### src/rtl/usb_cmd_decoder_if.sv
// Command word and SPI handshake bundle between the USB reader, the decoder and the SPI driver.
// Word handshake: a word transfers on a posedge where i_word_valid and o_cmd_ready are both 1;
// a valid word seen while o_cmd_ready is 0 is lost, and the decoder counts it as an error.
interface usb_cmd_decoder_if;
  logic [31:0] i_word;
  logic        i_word_valid;
  logic        o_cmd_ready;
  logic        o_spi_start;
  logic [39:0] o_spi_data;
  logic        i_spi_busy;

  modport master (
    output i_word, i_word_valid, i_spi_busy,
    input  o_cmd_ready, o_spi_start, o_spi_data
  );

  modport slave (
    input  i_word, i_word_valid, i_spi_busy,
    output o_cmd_ready, o_spi_start, o_spi_data
  );
endinterface

### src/rtl/usb_cmd_decoder.sv
// Decodes USB command words into SPI transfers and sweep register writes.
// The decoder is armed by a magic word and counts rejected or lost words and SPI timeouts.
module usb_cmd_decoder #(
    parameter logic [31:0] MAGIC        = 32'hF00DBABE,
    parameter logic [7:0]  SPI_PREFIX   = 8'h02,
    parameter int          BUSY_TIMEOUT = 16
) (
    input  logic               clk,
    input  logic               rst_n,
    usb_cmd_decoder_if.slave   bus,
    output logic               o_armed,
    output logic [31:0]        o_sweep_diff,
    output logic [31:0]        o_sweep_start,
    output logic [31:0]        o_sweep_stop,
    output logic               o_sweep_update,
    output logic [7:0]         o_err_count,
    output logic [2:0]         dbg_state
);

    typedef enum logic [2:0] {
        WAIT_MAGIC    = 3'd0,
        ARMED         = 3'd1,
        SPI_START     = 3'd2,
        SPI_WAIT_BUSY = 3'd3,
        SPI_WAIT_DONE = 3'd4
    } state_t;

    localparam int TW = (BUSY_TIMEOUT > 1) ? $clog2(BUSY_TIMEOUT) : 1;
    localparam logic [TW-1:0] TIMER_LAST = TW'(BUSY_TIMEOUT - 1);

    state_t        state, state_next;
    logic [TW-1:0] timer;
    logic          accept;
    logic [1:0]    op;
    logic [5:0]    sel;
    logic          spi_load;
    logic          sweep_wr;
    logic          sweep_wr_q;
    logic          err_any;
    logic [6:0]    unused_word_bits;

    assign op               = bus.i_word[31:30];
    assign sel              = bus.i_word[29:24];
    assign unused_word_bits = bus.i_word[22:16];

    assign bus.o_cmd_ready = (state == WAIT_MAGIC) || (state == ARMED);
    assign bus.o_spi_start = (state == SPI_START);
    assign o_armed         = (state != WAIT_MAGIC);
    assign dbg_state       = state;
    assign accept          = bus.i_word_valid && bus.o_cmd_ready;

    function automatic logic [31:0] merge_half(input logic [31:0] old, input logic upper,
                                               input logic [15:0] data);
        merge_half = upper ? {data, old[15:0]} : {old[31:16], data};
    endfunction

    always_comb begin
        state_next = state;
        spi_load   = 1'b0;
        sweep_wr   = 1'b0;
        // Any drop, bad selector or timeout in the same cycle counts as a single error.
        err_any    = bus.i_word_valid && !bus.o_cmd_ready;
        unique case (state)
            WAIT_MAGIC: begin
                if (accept && bus.i_word == MAGIC) state_next = ARMED;
            end
            ARMED: begin
                if (accept) begin
                    unique case (op)
                        2'd1: begin
                            spi_load   = 1'b1;
                            state_next = SPI_START;
                        end
                        2'd2: begin
                            if (sel <= 6'd2) sweep_wr = 1'b1;
                            else             err_any  = 1'b1;
                        end
                        2'd3:    state_next = WAIT_MAGIC;
                        default: ;
                    endcase
                end
            end
            SPI_START: state_next = SPI_WAIT_BUSY;
            SPI_WAIT_BUSY: begin
                if (bus.i_spi_busy) begin
                    state_next = SPI_WAIT_DONE;
                end else if (timer == TIMER_LAST) begin
                    err_any    = 1'b1;
                    state_next = ARMED;
                end
            end
            SPI_WAIT_DONE: begin
                if (!bus.i_spi_busy) state_next = ARMED;
            end
            default: state_next = WAIT_MAGIC;
        endcase
    end

    always_ff @(posedge clk or negedge rst_n) begin
        if (!rst_n) begin
            state          <= WAIT_MAGIC;
            timer          <= '0;
            bus.o_spi_data <= '0;
            o_sweep_diff   <= 32'd3095815;
            o_sweep_start  <= 32'd1775837915;
            o_sweep_stop   <= 32'd4291372423;
            sweep_wr_q     <= 1'b0;
            o_sweep_update <= 1'b0;
            o_err_count    <= '0;
        end else begin
            state <= state_next;
            timer <= (state == SPI_WAIT_BUSY) ? timer + 1'b1 : '0;
            if (spi_load) bus.o_spi_data <= {SPI_PREFIX, 2'b00, bus.i_word[29:0]};
            if (sweep_wr) begin
                unique case (sel)
                    6'd0:    o_sweep_diff  <= merge_half(o_sweep_diff,  bus.i_word[23], bus.i_word[15:0]);
                    6'd1:    o_sweep_start <= merge_half(o_sweep_start, bus.i_word[23], bus.i_word[15:0]);
                    default: o_sweep_stop  <= merge_half(o_sweep_stop,  bus.i_word[23], bus.i_word[15:0]);
                endcase
            end
            // Back-to-back writes merge into one pulse so the strobe never stays high.
            sweep_wr_q     <= sweep_wr;
            o_sweep_update <= sweep_wr_q && !o_sweep_update;
            if (err_any && o_err_count != 8'hFF) o_err_count <= o_err_count + 8'd1;
        end
    end

endmodule

### src/flat_wrapper.sv
// flat-port wrapper written by rule: the top's interface ports become plain ports
module usb_cmd_decoder_flat 
#(
    parameter logic [31:0] MAGIC        = 32'hF00DBABE,
    parameter logic [7:0]  SPI_PREFIX   = 8'h02,
    parameter int          BUSY_TIMEOUT = 16
)
  (clk, rst_n, o_armed, o_sweep_diff, o_sweep_start, o_sweep_stop, o_sweep_update, o_err_count, dbg_state, bus_i_word, bus_i_word_valid, bus_i_spi_busy, bus_o_cmd_ready, bus_o_spi_start, bus_o_spi_data);
  usb_cmd_decoder_if bus_i ();
  input  logic clk;
  input  logic rst_n;
  output logic o_armed;
  output logic [31:0] o_sweep_diff;
  output logic [31:0] o_sweep_start;
  output logic [31:0] o_sweep_stop;
  output logic o_sweep_update;
  output logic [7:0] o_err_count;
  output logic [2:0] dbg_state;
  input wire logic [$bits(bus_i.i_word)-1:0] bus_i_word;
  input wire logic [$bits(bus_i.i_word_valid)-1:0] bus_i_word_valid;
  input wire logic [$bits(bus_i.i_spi_busy)-1:0] bus_i_spi_busy;
  output wire logic [$bits(bus_i.o_cmd_ready)-1:0] bus_o_cmd_ready;
  output wire logic [$bits(bus_i.o_spi_start)-1:0] bus_o_spi_start;
  output wire logic [$bits(bus_i.o_spi_data)-1:0] bus_o_spi_data;
  assign bus_i.i_word = bus_i_word;
  assign bus_i.i_word_valid = bus_i_word_valid;
  assign bus_i.i_spi_busy = bus_i_spi_busy;
  assign bus_o_cmd_ready = bus_i.o_cmd_ready;
  assign bus_o_spi_start = bus_i.o_spi_start;
  assign bus_o_spi_data = bus_i.o_spi_data;
  usb_cmd_decoder #(.MAGIC(MAGIC), .SPI_PREFIX(SPI_PREFIX), .BUSY_TIMEOUT(BUSY_TIMEOUT)) u_core (.clk(clk), .rst_n(rst_n), .bus(bus_i), .o_armed(o_armed), .o_sweep_diff(o_sweep_diff), .o_sweep_start(o_sweep_start), .o_sweep_stop(o_sweep_stop), .o_sweep_update(o_sweep_update), .o_err_count(o_err_count), .dbg_state(dbg_state));
endmodule
### config.mk
export PLATFORM = sky130hd
export DESIGN_NAME = usb_cmd_decoder_flat
export DESIGN_NICKNAME = d
export VERILOG_FILES = /design/src/rtl/usb_cmd_decoder_if.sv /design/src/rtl/usb_cmd_decoder.sv /design/src/flat_wrapper.sv
export SDC_FILE = /design/constraint.sdc
export NUM_CORES = 1
export LEC_CHECK = 0
export BUFFER_PORTS_ARGS = -buffer_cell sky130_fd_sc_hd__buf_4
export CELL_PAD_IN_SITES_DETAIL_PLACEMENT = 0
export CELL_PAD_IN_SITES_GLOBAL_PLACEMENT = 1
export CORE_ASPECT_RATIO = 0.5
export CORE_MARGIN = 1.5
export CORE_UTILIZATION = 30
export DETAILED_ROUTE_END_ITERATION = 8
export PLACE_DENSITY = 0.57
export SKIP_LAST_GASP = 1
export SYNTH_ARGS = -nofsm -noshare
export SYNTH_HDL_FRONTEND = slang
export SYNTH_SLANG_ARGS = --single-unit
### constraint.sdc
create_clock -name clk -period 2.6 [get_ports clk]
set_input_delay 0.52 -clock clk [delete_from_list [all_inputs] [get_ports clk]]
set_output_delay 0.52 -clock clk [all_outputs]
set_load 0.01 [all_outputs]
* Yosys cells after proc, flatten, opt, wreduce, memory -nomap -nowiden *
Index checks and enable logic that the tools add are counted.

word-level totals
  bits in writable memories = 0
  flip-flop bits (word level) = 144
  bits in read-only memories = 0
  memories = 0
  word-level logic and storage cells = 73
  input bits = 36
  bits in latches = 0
  output and inout bits = 151

cells by class
  multipliers = 0
  eq/ne operators = 16
  shift-type cells = 0
  divide/modulo/power cells = 0
  bitwise operators = 2
  add/subtract/negate cells = 2
  reduce and logical (&&, ||, !) cells = 19
  multiplexer cells = 21
  magnitude comparators = 1

operators with widths
  kind                    number
  $eq A32 B32 Y1 const B  1
  $reduce_and A3 Y1       6
  $mux W3                 5
  $pmux W3 S5             1
  $mux W1                 12
  $add A8 B1 Y8 const B   1
  $ne A8 B8 Y1 const B    1
  $eq A3 B2 Y1 const B    2
  $eq A6 B1 Y1 const B    1
  $le A6 B2 Y1 const B    1
  $logic_not A6 Y1        1
  $pmux W3 S2             1
  $logic_and A1 B1 Y1     5
  $reduce_and A5 Y1       1
  $add A4 B1 Y4 const B   1
  $eq A2 B2 Y1 const B    2
  $eq A4 B4 Y1 const B    1
  $mux W4                 1
  $ne A2 B2 Y1 const B    2
  $eq A3 B1 Y1 const B    1
  $eq A3 B3 Y1 const B    1
  $logic_not A3 Y1        1
  $ne A3 B2 Y1 const B    1
  $ne A3 B3 Y1 const B    1
  8 further kinds         10

* Depth between registers and ports, before layout *
Gate-level depths: netlist (run 1).

  depth after elaboration = 9
  mapped depth = 8
  depth with buffers taken out = 6

* Worst setup path before layout (run 1) *
No wires, ideal clock.

  path type = input-to-reg
  start = input bus_i_word[30]
  end = register u_core.o_sweep_diff[22]
  library setup time = 125 ps
  data arrival time = 1907 ps
  cell stages on the path = 6
  slack = 568 ps
  buffers on the path = 1
  data required time = 2475 ps
  path through = and2b_1 -> and4_4 -> nand3_4 -> nor3b_4 -> buf_12 -> mux2_4

between the ends
  longest elaborated chain between the ends = 5

ends and longest elaborated chain
  what                                line                    source
  from (decl)                         flat_wrapper.sv:19      input wire logic [$bits(bus_i.i_word)-1:0] bus_i_word;
  $eq A2 B2 Y1                        usb_cmd_decoder.sv:69   unique case (op)
  $mux W1                             usb_cmd_decoder.sv:69
  $mux W1                             usb_cmd_decoder.sv:68   if (accept) begin
  $mux W1                             usb_cmd_decoder.sv:63   unique case (state)
  $reduce_and A3 Y1 (no source line)  --
  to (signal assigned)                usb_cmd_decoder.sv:116  6'd0: o_sweep_diff <= merge_half(o_sweep_diff, bus.i_word[23], bus.i_word[15:0]);
  to (decl)                           usb_cmd_decoder.sv:12   output logic [31:0] o_sweep_diff,

No other way between the ends.
A chain may end at the register's enable or synchronous reset.

* Worst setup path after layout (run 1) *
  start = register u_core.state[1] (netlist: u_core.dbg_state[1])
  end = register u_core.o_sweep_diff[27]

between the ends
  longest elaborated chain between the ends = 6
  elaborated cells between the ends (all ways) = 7
  classes of those cells = eq/ne (1); mux (2); reduce/logical (4)

ends and longest elaborated chain
  what                                                     line                                          source
  from (decl)                                              usb_cmd_decoder.sv:31                         state_t state, state_next;
  from (signal assigned)                                   usb_cmd_decoder.sv:111                        state <= state_next;
  $eq A3 B1 Y1 / $logic_not A3 Y1 (equally long branches)  usb_cmd_decoder.sv:46, usb_cmd_decoder.sv:63
  $logic_or A1 B1 Y1                                       usb_cmd_decoder.sv:46                         assign bus.o_cmd_ready = (state == WAIT_MAGIC) || (state == ARMED);
  $logic_and A1 B1 Y1                                      usb_cmd_decoder.sv:50                         assign accept = bus.i_word_valid && bus.o_cmd_ready;
  $mux W1                                                  usb_cmd_decoder.sv:68
  $mux W1 (*)                                              usb_cmd_decoder.sv:63
  $reduce_and A3 Y1 (no source line) (*)                   --

Mark *: on every way between the ends. The rest lies on a longest branch, timed or not.

==> results of run 1 <==
flip-flops by register name, indices dropped and copies added (netlist names):
register / flops
u_core.dbg_state: 3
u_core.o_sweep_start: 32
u_core.o_err_count: 8
u_core.timer: 4
u_core.o_sweep_stop: 32
u_core.bus.o_spi_data: 31
u_core.o_sweep_update: 1
u_core.sweep_wr_q: 1
u_core.o_sweep_diff: 32
power by group through the flow:
| stage | Clock [mW] | Combinational, mW | Sequential, mW |
|---|---|---|---|
| after floorplan | 0 | 0.560 | 3.00 |
| after global placement | 0 | 1.50 | 2.91 |
| after detailed placement | 0 | 1.52 | 2.91 |
| after CTS | 2.65 | 1.52 | 2.88 |
| after global routing | 2.76 | 1.61 | 2.93 |
| final | 2.58 | 1.48 | 2.88 |
area by class of cell:
class                   count  area [um2]  area share (%)
multi-input cells         221        2100           25.56
clock buffers              21       470.5           5.726
clock inverters            11       155.1           1.889
well taps                 266       332.8           4.051
flip-flops and latches    144        3665           44.61
inverters                   4       15.01          0.1828
repair buffers            193        1478           17.99
path summary, 6_finish.rpt:
| path | startpoint | endpoint | depth (start not counted) |
|---|---|---|---|
| max in group asynchronous | rst_n | u_core.o_sweep_stop[31]$_DFFE_PN1P_ | 2 |
| min in group clk | bus_i_word[17] | u_core.bus.o_spi_data[17]$_DFFE_PN0P_ | 2 |
| hold reg to reg | u_core.o_sweep_update$_DFF_PN0_ | u_core.o_sweep_update$_DFF_PN0_ | 1 |
| hold / removal | rst_n | u_core.bus.o_spi_data[1]$_DFFE_PN0P_ | 1 |
| setup reg to reg | u_core.dbg_state[1]$_DFFE_PN0P_ | u_core.o_sweep_diff[27]$_DFFE_PN0P_ | 6 |
| setup / recovery | u_core.dbg_state[1]$_DFFE_PN0P_ | u_core.o_sweep_diff[27]$_DFFE_PN0P_ | 6 |
placed cells by master (no fill, tap or decap), types with 4 or more instances in the layout:
cell type / instances
nand2_1: 9
nor2_1: 9
nand4b_1: 4
dfrtp_1: 95
clkbuf_16: 17
dfstp_2: 49
inv_1: 4
mux2_4: 10
mux2_2: 118
conb_1: 9
o21ai_0: 4
and3_1: 6
a21oi_1: 5
clkinvlp_4: 4
buf_4: 190
critical path, stage by stage, from the launching register on:
cell and delay, ps:
dfrtp_1 520, nor2_4 230, and4_4 270, nand3_4 100
nor3b_4 280, buf_4 310, mux2_4 320
per-layer routing:
metal	track usage (%)	wire [um]	vias up
met5	0	0	-
met2	24.59	7622	73
li1	-	-	1761
met3	4.401	564	11
met4	4.650	136	0
met1	21.89	7553	2008
stage by stage:
stage / cell area, um2 / hold slack (ps) / cells
3_3_place_gp: 7590 / 424.0 / 828
3_5_place_dp: 7590 / 435.5 / 828
2_1_floorplan: 5954 / 224.4 / 392
4_1_cts: 8215 / 87.30 / 860
6_report: 8215 / 81.36 / 860
5_1_grt: 8215 / 102.4 / 860
kinds of logic (layout without fill, tap and decap cells):
group	after synthesis	after routing	share of synthesized area, %
mux	129	129	25.13
other cells	1	9	0.06330
xor+xnor	4	4	0.5914
simple gates	57	57	6.484
fa+ha+maj	2	2	0.4223
buf+inv	27	229	3.210
flops	144	144	61.86
compound gates	20	20	2.239
==> key figures, run 1 <==
Floorplanning
  • Placeable Area: 19410 um2
  • DIE AREA: 20650 um2
  • Die Width: 201.7 um
  • Row cnt: 36
  • Starting Density: 30.52%
  • Die height: 102.4 um
  • Ports: 187

Logic synthesis
  • Number of unique standard cell types used by synthesis: 49
  • Yosys reg bits: 144
  • Asr flop ratio synth: 100.0%
  • Commonest cells post-synth: mux2_2, dfrtp_1, dfstp_2
  • Top-count cell post-synth: mux2_2
  • Synth top area share: 40.13%
  • Netlist Area Pre-Place: 5924 um2
  • Yosys warns: 0
  • Share of the yosys chip area belonging to registers: 61.86%
  • Ranking of synthesized cells by area: dfrtp_1, mux2_2, dfstp_2
  • Syn avg cell area: 15.43 um2
  • Post-synth EDFFs: 0
  • Synth Instances: 384
  • Synth Flop Type: dfrtp_1
  • Post-synth top area cell: dfrtp_1

Clock network
  • CTS tree: done
  • CTS Hold Buffers Added: 0
  • H-tree levels: 4
  • Setup Fix Bufs, Post-CTS: 0
  • CTS resizes: 0
  • Worst skew pair latency: 420 ps
  • CTS Sinks: 144
  • CTS Root Cell: clkbuf_16
  • Num CTS Buffers: 17
  • Worst-path clk slew: 60 ps
  • Clk buf depth: 2

Cells and area
  • Layout cell share with drive strength beyond 1: 69.19%
  • Fin util: 42.32%
  • Area Growth Syn to Fin: 38.67%
  • # diodes: 0
  • Fin nets: 619
  • Fillers: 1824

STA
  • Minimum clock period: 2152 ps
  • Unrepaired setup endpoints after global routing: no
  • Final setup violation count: 0
  • Worst slew pin tran: 611.1 ps
  • F_max: 464.7 MHz
  • Clock Skews: 6.651 ps
  • Hold Fails Final Rpt: 0
  • Final worst path period share: 82.76%
  • Rel. slew slack: 58.70%
  • Final worst setup slack: 448.3 ps
  • Setup TNS: 0 ps
  • Max Slew Vio Count: 0

GRT
  • Largest net degree at the start of global routing: 61
  • Total grt overflow: 0
  • First-pass GRT wire length: 24040 um
  • Vias in the first global route: 3790
  • Initial antenna violation count: 0
  • Gr usage total: 15.88%

Detailed routing
  • Final ANT Viol Nets: 0
  • Drt drc: 0
  • Via-to-Cell Ratio: 4.480
  • Routed WL: 15880 um
  • Via count: 3853
  • Drt first pass iters: 6
  • Drt initial violations: 119
  • Wire length per cell: 18.46 um

Place
  • Port buffer count: 177
  • Placer Congestion: 0.6682
  • Pre-CTS setup slack: 359.4 ps
  • HPWL after DPL: 11440 um

Power
  • Leakage: 4.021 nW
  • NetSw: 1.919 mW
  • Clock power frac: 37.2%
  • Comb power frac: 21.4%
  • Sw Ratio: 27.64%
  • Total power: 6.944 mW
  • PD cells: 845.2 nW/um2
  • Max VDD drop: 373.2 uV
  • Register share of total power: 41.4%
  • P_int: 5.025 mW

Setup path
  • Crit end category: register
  • Worst setup SP type: register
  • Req. time, crit path: 2910 ps
  • R2r setup slk: 450 ps
  • Worst-path maximum fanout: 13
  • Arrival @ worst endpoint: 2460 ps
  • WS Path Type: register to register

Run status
  • Outcome: finished, final reports clean

Run
  • Max-Cap Viols: 0

Min path
  • Hold crit path type: input port to asynchronous set/reset pin
Note: power is estimated with default switching activity, not from simulation.
==> run 2, diff against run 1 <==
==> constraint.sdc (replaced) <==
create_clock -name clk -period 2.2 [get_ports clk]
set_input_delay 0.44 -clock clk [delete_from_list [all_inputs] [get_ports clk]]
set_output_delay 0.44 -clock clk [all_outputs]
set_load 0.01 [all_outputs]
==> run 2 against run 1 <==
- via count decreased by 0.34%
- sequential share of layout area down 0.56 points
- cell area up 1.3%
- clock power grew 17%
- largest power group unchanged
- highest routed layer unchanged
==> key figures, run 2 (synthesized netlist as in run 1, its figures left out) <==
Clock network
  • Num CTS Buffers: 17 (unchanged)
  • Worst-path clk slew: 70 ps (about the same)
  • Clk buf depth: 2 (unchanged)
  • Setup Fix Bufs, Post-CTS: 0 (unchanged)
  • CTS resizes: 0 (unchanged)
  • H-tree levels: 4 (unchanged)
  • CTS Hold Buffers Added: 1 (+1)
  • CTS tree: done
  • Worst skew pair latency: 420 ps (about the same)
  • CTS Sinks: 144 (unchanged)
  • CTS Root Cell: clkbuf_16

Setup path
  • Crit path depth: 4 (-2)
  • R2r setup slk: 300 ps (-150 ps)
  • Cells along the critical path: buf_4, inv_1, nor3_1, buf_4
  • Cell family with most CP delay: buffers and inverters
  • Req. time, crit path: 1760 ps (-1150 ps)
  • Worst-case reg-to-reg path depth: 6 (unchanged)
  • Critical path origin: u_core.dbg_state[1]$_DFFE_PN0P_
  • Worst setup SP type: register
  • WS Path Type: register to output pin
  • Cell repeated most along the worst path: buf_4
  • Buf/Inv on CP: 3 (+2)
  • Capture point of the worst path: bus_o_spi_start
  • R2r startpoint: u_core.dbg_state[2]$_DFFE_PN0P_
  • R2r endpoint: u_core.o_sweep_diff[22]$_DFFE_PN0P_
  • Crit end category: output pin
  • Worst-path maximum fanout: 12 (-1)
  • CP max-delay cell: dfrtp_1
  • Slowest stage delay, CP: 390 ps (-130 ps)
  • Arrival @ worst endpoint: 1490 ps (-970 ps)

STA
  • Setup TNS: 0 ps (unchanged)
  • Rel. slew slack: 63.62% (+4.9 points)
  • Hold Fails Final Rpt: 0 (unchanged)
  • Final setup violation count: 0 (unchanged)
  • Worst slew pin tran: 538.4 ps (-72.73 ps)
  • F_max: 519.4 MHz
  • Final worst path period share: 87.52%
  • Max Slew Vio Count: 0 (unchanged)
  • Unrepaired setup endpoints after global routing: no
  • Clock Skews: 14.22 ps (+7.569 ps)
  • Minimum clock period: 1925 ps
  • WHS: 269.5 ps (+188.2 ps)

Cells and area
  • Fin nets: 630 (+1.8%)
  • Area Growth Syn to Fin: 40.44%
  • Largest regs: u_core.o_sweep_diff x32, u_core.o_sweep_start x32, u_core.o_sweep_stop x32
  • Commonest non-fill, non-tap cell in the layout: buf_4
  • Fillers: 1839 (+0.82%)
  • Layout cell share with drive strength beyond 1: 69.59% (+0.39 points)
  • Most frequent cells in the layout: buf_4, mux2_2, dfrtp_1, dfstp_2, clkbuf_16
  • # diodes: 0 (unchanged)

Detailed routing
  • Final ANT Viol Nets: 0 (unchanged)
  • Drt first pass iters: 4 (-2)
  • Routed WL: 15630 um (-1.5%)
  • Drt drc: 0 (unchanged)
  • Drt initial violations: 118 (-0.84%)
  • Via count: 3840 (-0.34%)
  • Wire length per cell: 17.95 um (-2.8%)
  • Via-to-Cell Ratio: 4.409 (-1.6%)

Floorplanning
  • Ports: 187 (unchanged)
  • DIE AREA: 20650 um2 (unchanged)
  • Starting Density: 30.52% (unchanged)
  • Die height: 102.4 um (unchanged)
  • Die Width: 201.7 um (unchanged)
  • Placeable Area: 19410 um2 (unchanged)
  • Row cnt: 36 (unchanged)

GRT
  • Initial antenna violation count: 0 (unchanged)
  • First-pass GRT wire length: 23660 um (-1.6%)
  • Largest net degree at the start of global routing: 47 (-23%)
  • Vias in the first global route: 3828 (+1.0%)
  • Gr usage total: 15.47% (-0.42 points)
  • Total grt overflow: 0 (unchanged)

Power
  • Max VDD drop: 519.3 uV (+39%)
  • PD cells: 987.2 nW/um2 (+17%)
  • Leakage: 4.095 nW (+1.8%)

Min path
  • Hold crit path type: input port to register

Run
  • Max-Cap Viols: 0 (unchanged)

Place
  • Placer Congestion: 0.7232 (+8.2%)
  • HPWL after DPL: 11270 um (-1.4%)
  • Port buffer count: 177 (unchanged)

Run status
  • Outcome: finished, final reports clean
## run 2: worst min path at each step
stage                                                       end  slack, ps  depth (start not counted)           start
after floorplan            u_core.bus.o_spi_data[0]$_DFFE_PN0P_        140                          0           rst_n
after global placement     u_core.bus.o_spi_data[0]$_DFFE_PN0P_        380                          1           rst_n
after detailed placement   u_core.bus.o_spi_data[1]$_DFFE_PN0P_        380                          1           rst_n
after CTS                 u_core.bus.o_spi_data[17]$_DFFE_PN0P_        250                          2  bus_i_word[17]
after global routing      u_core.bus.o_spi_data[21]$_DFFE_PN0P_        250                          2  bus_i_word[21]
final                     u_core.bus.o_spi_data[17]$_DFFE_PN0P_        270                          2  bus_i_word[17]
## run 2: per-layer routing
metal	share of wire, %	vias up	GRT usage, %
li1	-	1782	-
met1	48	1981	21.55
met2	48	69	24.16
met3	3.6	8	3.954
met4	0.47	0	3.961
met5	0	-	0
## run 2: power breakdown
part | switching, mW | internal, mW
registers | 0.263 | 3.09
clock network | 1.20 | 1.81
logic | 0.838 | 1.02
## run 2: stage by stage
stage | util, % | area, um2 | power (mW) | setup slack (ps) | instances
floorplan | - | 5954 | 4.211 | 183.9 | 392
global placement | 39.68 | 7702 | 5.275 | 21.11 | 838
detailed placement | 39.68 | 7702 | 5.286 | 29.38 | 838
CTS | 42.86 | 8320 | 8.348 | 211.0 | 871
global route | 42.86 | 8320 | 8.646 | 153.1 | 871
finish | 42.86 | 8320 | 8.214 | 274.6 | 871
## run 2: layout make-up
class	instances	area, um2	area share, %
clock inverter	14	178.9	2.150
timing repair buffer	204	1600	19.23
clock buffer	18	429.2	5.158
inverter	4	15.01	0.1805
tap	266	332.8	4.000
multi-input combinational	221	2100	25.23
sequential	144	3665	44.05
==> run 3, diff against run 2 <==
--- a/config.mk
+++ b/config.mk
@@ -12,7 +12,7 @@
 export CORE_MARGIN = 1.5
 export CORE_UTILIZATION = 30
 export DETAILED_ROUTE_END_ITERATION = 8
-export PLACE_DENSITY = 0.57
+export PLACE_DENSITY = 0.7
 export SKIP_LAST_GASP = 1
 export SYNTH_ARGS = -nofsm -noshare
 export SYNTH_HDL_FRONTEND = slang
==> run 3 against run 2 <==
- count of clock-buffer cells in the layout is 1 higher
- maximum frequency is 3.7% lower
- utilization is 0.33 points lower
- critical path type is now register to register
- largest cell class unchanged
==> key figures, run 3 (synthesized netlist as in run 1, its figures left out) <==
Run status
  • Outcome: finished, final reports clean

Detailed routing
  • Final ANT Viol Nets: 0 (unchanged)
  • Routed WL: 15610 um (-0.15%)
  • Via-to-Cell Ratio: 4.441 (+0.74%)
  • Drt initial violations: 132 (+12%)
  • Wire length per cell: 18.09 um (+0.78%)
  • Via count: 3833 (-0.18%)
  • Drt first pass iters: 4 (unchanged)
  • Drt drc: 0 (unchanged)

Setup path
  • Crit end category: register
  • Crit path depth: 6 (+2)
  • R2r setup slk: 200 ps (-100 ps)
  • Worst-case reg-to-reg path depth: 6 (unchanged)
  • WS Path Type: register to register
  • CP max-delay cell: dfrtp_1
  • Worst-path maximum fanout: 16 (+4)
  • Worst setup SP type: register
  • Req. time, crit path: 2510 ps (+750 ps)
  • Arrival @ worst endpoint: 2310 ps (+820 ps)
  • Cell family with most CP delay: simple AND/OR/NAND/NOR gates
  • Buf/Inv on CP: 1 (-2)
  • Slowest stage delay, CP: 510 ps (+120 ps)
  • Cells along the critical path: nor2_4, and4_4, nand3_4, nor3b_4, buf_12, mux2_2

Min path
  • Hold crit path type: input port to register
  • Worst hold path stage count: 2 (unchanged)

Clock network
  • CTS Sinks: 144 (unchanged)
  • H-tree levels: 4 (unchanged)
  • Clk buf depth: 2 (unchanged)
  • Num CTS Buffers: 17 (unchanged)
  • Worst-path clk slew: 70 ps (about the same)
  • CTS Root Cell: clkbuf_16
  • CTS tree: done
  • Worst skew pair latency: 420 ps (about the same)
  • CTS resizes: 0 (unchanged)

Floorplanning
  • Ports: 187 (unchanged)
  • Starting Density: 30.52% (unchanged)
  • DIE AREA: 20650 um2 (unchanged)
  • Die Width: 201.7 um (unchanged)
  • Placeable Area: 19410 um2 (unchanged)
  • Row cnt: 36 (unchanged)
  • Die height: 102.4 um (unchanged)

GRT
  • Busiest grt layer: met2
  • Met2 usage: 26.31% (+2.1 points)
  • GR Layer Usage met3: 3.476% (-0.48 points)
  • Total grt overflow: 0 (unchanged)
  • Gr usage total: 15.42% (-0.050 points)
  • Met1 usage in global routing: 19.64% (-1.9 points)
  • Vias in the first global route: 4005 (+4.6%)
  • Initial antenna violation count: 0 (unchanged)
  • First-pass GRT wire length: 23640 um (about the same)
  • Largest net degree at the start of global routing: 51 (+8.5%)

STA
  • F_max: 500.0 MHz (-3.7%)
  • Worst slew pin tran: 555.3 ps (+16.87 ps)
  • Final worst path period share: 90.90% (+3.4 points)
  • Final worst setup slack: 200.2 ps (-74.44 ps)
  • Setup TNS: 0 ps (unchanged)
  • Unrepaired setup endpoints after global routing: no
  • Max Slew Vio Count: 0 (unchanged)
  • Minimum clock period: 2000 ps (+74.44 ps)
  • Clock Skews: 12.04 ps (-2.181 ps)
  • Rel. slew slack: 62.48% (-1.1 points)
  • Hold Fails Final Rpt: 0 (unchanged)
  • Final setup violation count: 0 (unchanged)
  • WHS: 263.8 ps (-5.716 ps)

Place
  • Port buffer count: 177 (unchanged)
  • Area after DPL: 7667 um2 (-0.45%)
  • Pre-CTS setup slack: 116.5 ps (+87.08 ps)
  • Placed cell count: 830 (-0.95%)
  • HPWL after DPL: 11060 um (-1.9%)
  • Placer Congestion: 0.6967 (-3.7%)

Cells and area
  • Commonest non-fill, non-tap cell in the layout: buf_4
  • Area Growth Syn to Fin: 39.37%
  • Fin nets: 622 (-1.3%)
  • # diodes: 0 (unchanged)
  • Most frequent cells in the layout: buf_4, mux2_2, dfrtp_1, dfstp_2, clkbuf_16
  • Fin util: 42.53% (-0.33 points)
  • Final instance area: 8257 um2 (-0.77%)
  • Finished Layout Cells: 863 (-0.92%)
  • Layout cell share with drive strength beyond 1: 69.35% (-0.24 points)
  • Largest regs: u_core.o_sweep_diff x32, u_core.o_sweep_start x32, u_core.o_sweep_stop x32

Power
  • Leakage: 4.029 nW (-1.6%)
  • Total power: 8.024 mW (-2.3%)
  • Max VDD drop: 548.8 uV (+5.7%)
  • PD cells: 971.8 nW/um2 (-1.6%)

Run
  • Max-Cap Viols: 0 (unchanged)
==> run 3: changes by cell type in the layout (fill, tap and decap cells not counted) <==
| cell | before | now |
|---|---|---|
| buf_4 | 197 | 187 |
| clkinvlp_4 | 0 | 4 |
| buf_12 | 5 | 7 |
| bufinv_16 | 3 | 1 |
| clkbuf_8 | 0 | 2 |
| clkbuf_1 | 1 | 0 |
| clkinv_2 | 2 | 1 |
| inv_4 | 1 | 0 |
| inv_8 | 1 | 0 |
==> run 3: final timing paths <==
path	start	end
worst max-delay path	u_core.dbg_state[2]$_DFFE_PN0P_	u_core.o_sweep_diff[20]$_DFFE_PN0P_
worst min-delay path	bus_i_word[17]	u_core.bus.o_spi_data[17]$_DFFE_PN0P_
worst max register to register	u_core.dbg_state[2]$_DFFE_PN0P_	u_core.o_sweep_diff[20]$_DFFE_PN0P_
worst min register to register	u_core.o_sweep_update$_DFF_PN0_	u_core.o_sweep_update$_DFF_PN0_
max in group asynchronous	rst_n	u_core.o_sweep_start[22]$_DFFE_PN1P_
min in group asynchronous	rst_n	u_core.bus.o_spi_data[0]$_DFFE_PN0P_
==> run 3: report_power, final <==
group          internal (mW)  switching, mW
combinational          0.993          0.818
clock                   1.63           1.21
sequential              3.09          0.285
total                   5.71           2.31
==> run 3: area by class of cell <==
type,count,area (um2)
well taps,266,332.8
fillers,1813,11160
flip-flops and latches,144,3665
clock inverters,13,126.4
inverters,4,15.01
clock buffers,19,452.9
multi-input cells,221,2100
repair buffers,196,1565
==> run 3: metal layers <==
layer	routed length (um)	part of all wire [%]	vias to the layer above
met5	0	0	-
met4	203	1.3	0
met3	467	3.0	14
met2	7892	51	73
met1	7046	45	1982
li1	-	-	1764
==> run 3: what timing repair did <==
action | 4_1_cts | 5_1_grt
hold buffers | 1 | 0
buffers inserted | 0 | 0
hold endpoints to repair | 32 | 0
endpoints found under the setup margin | 0 | 0
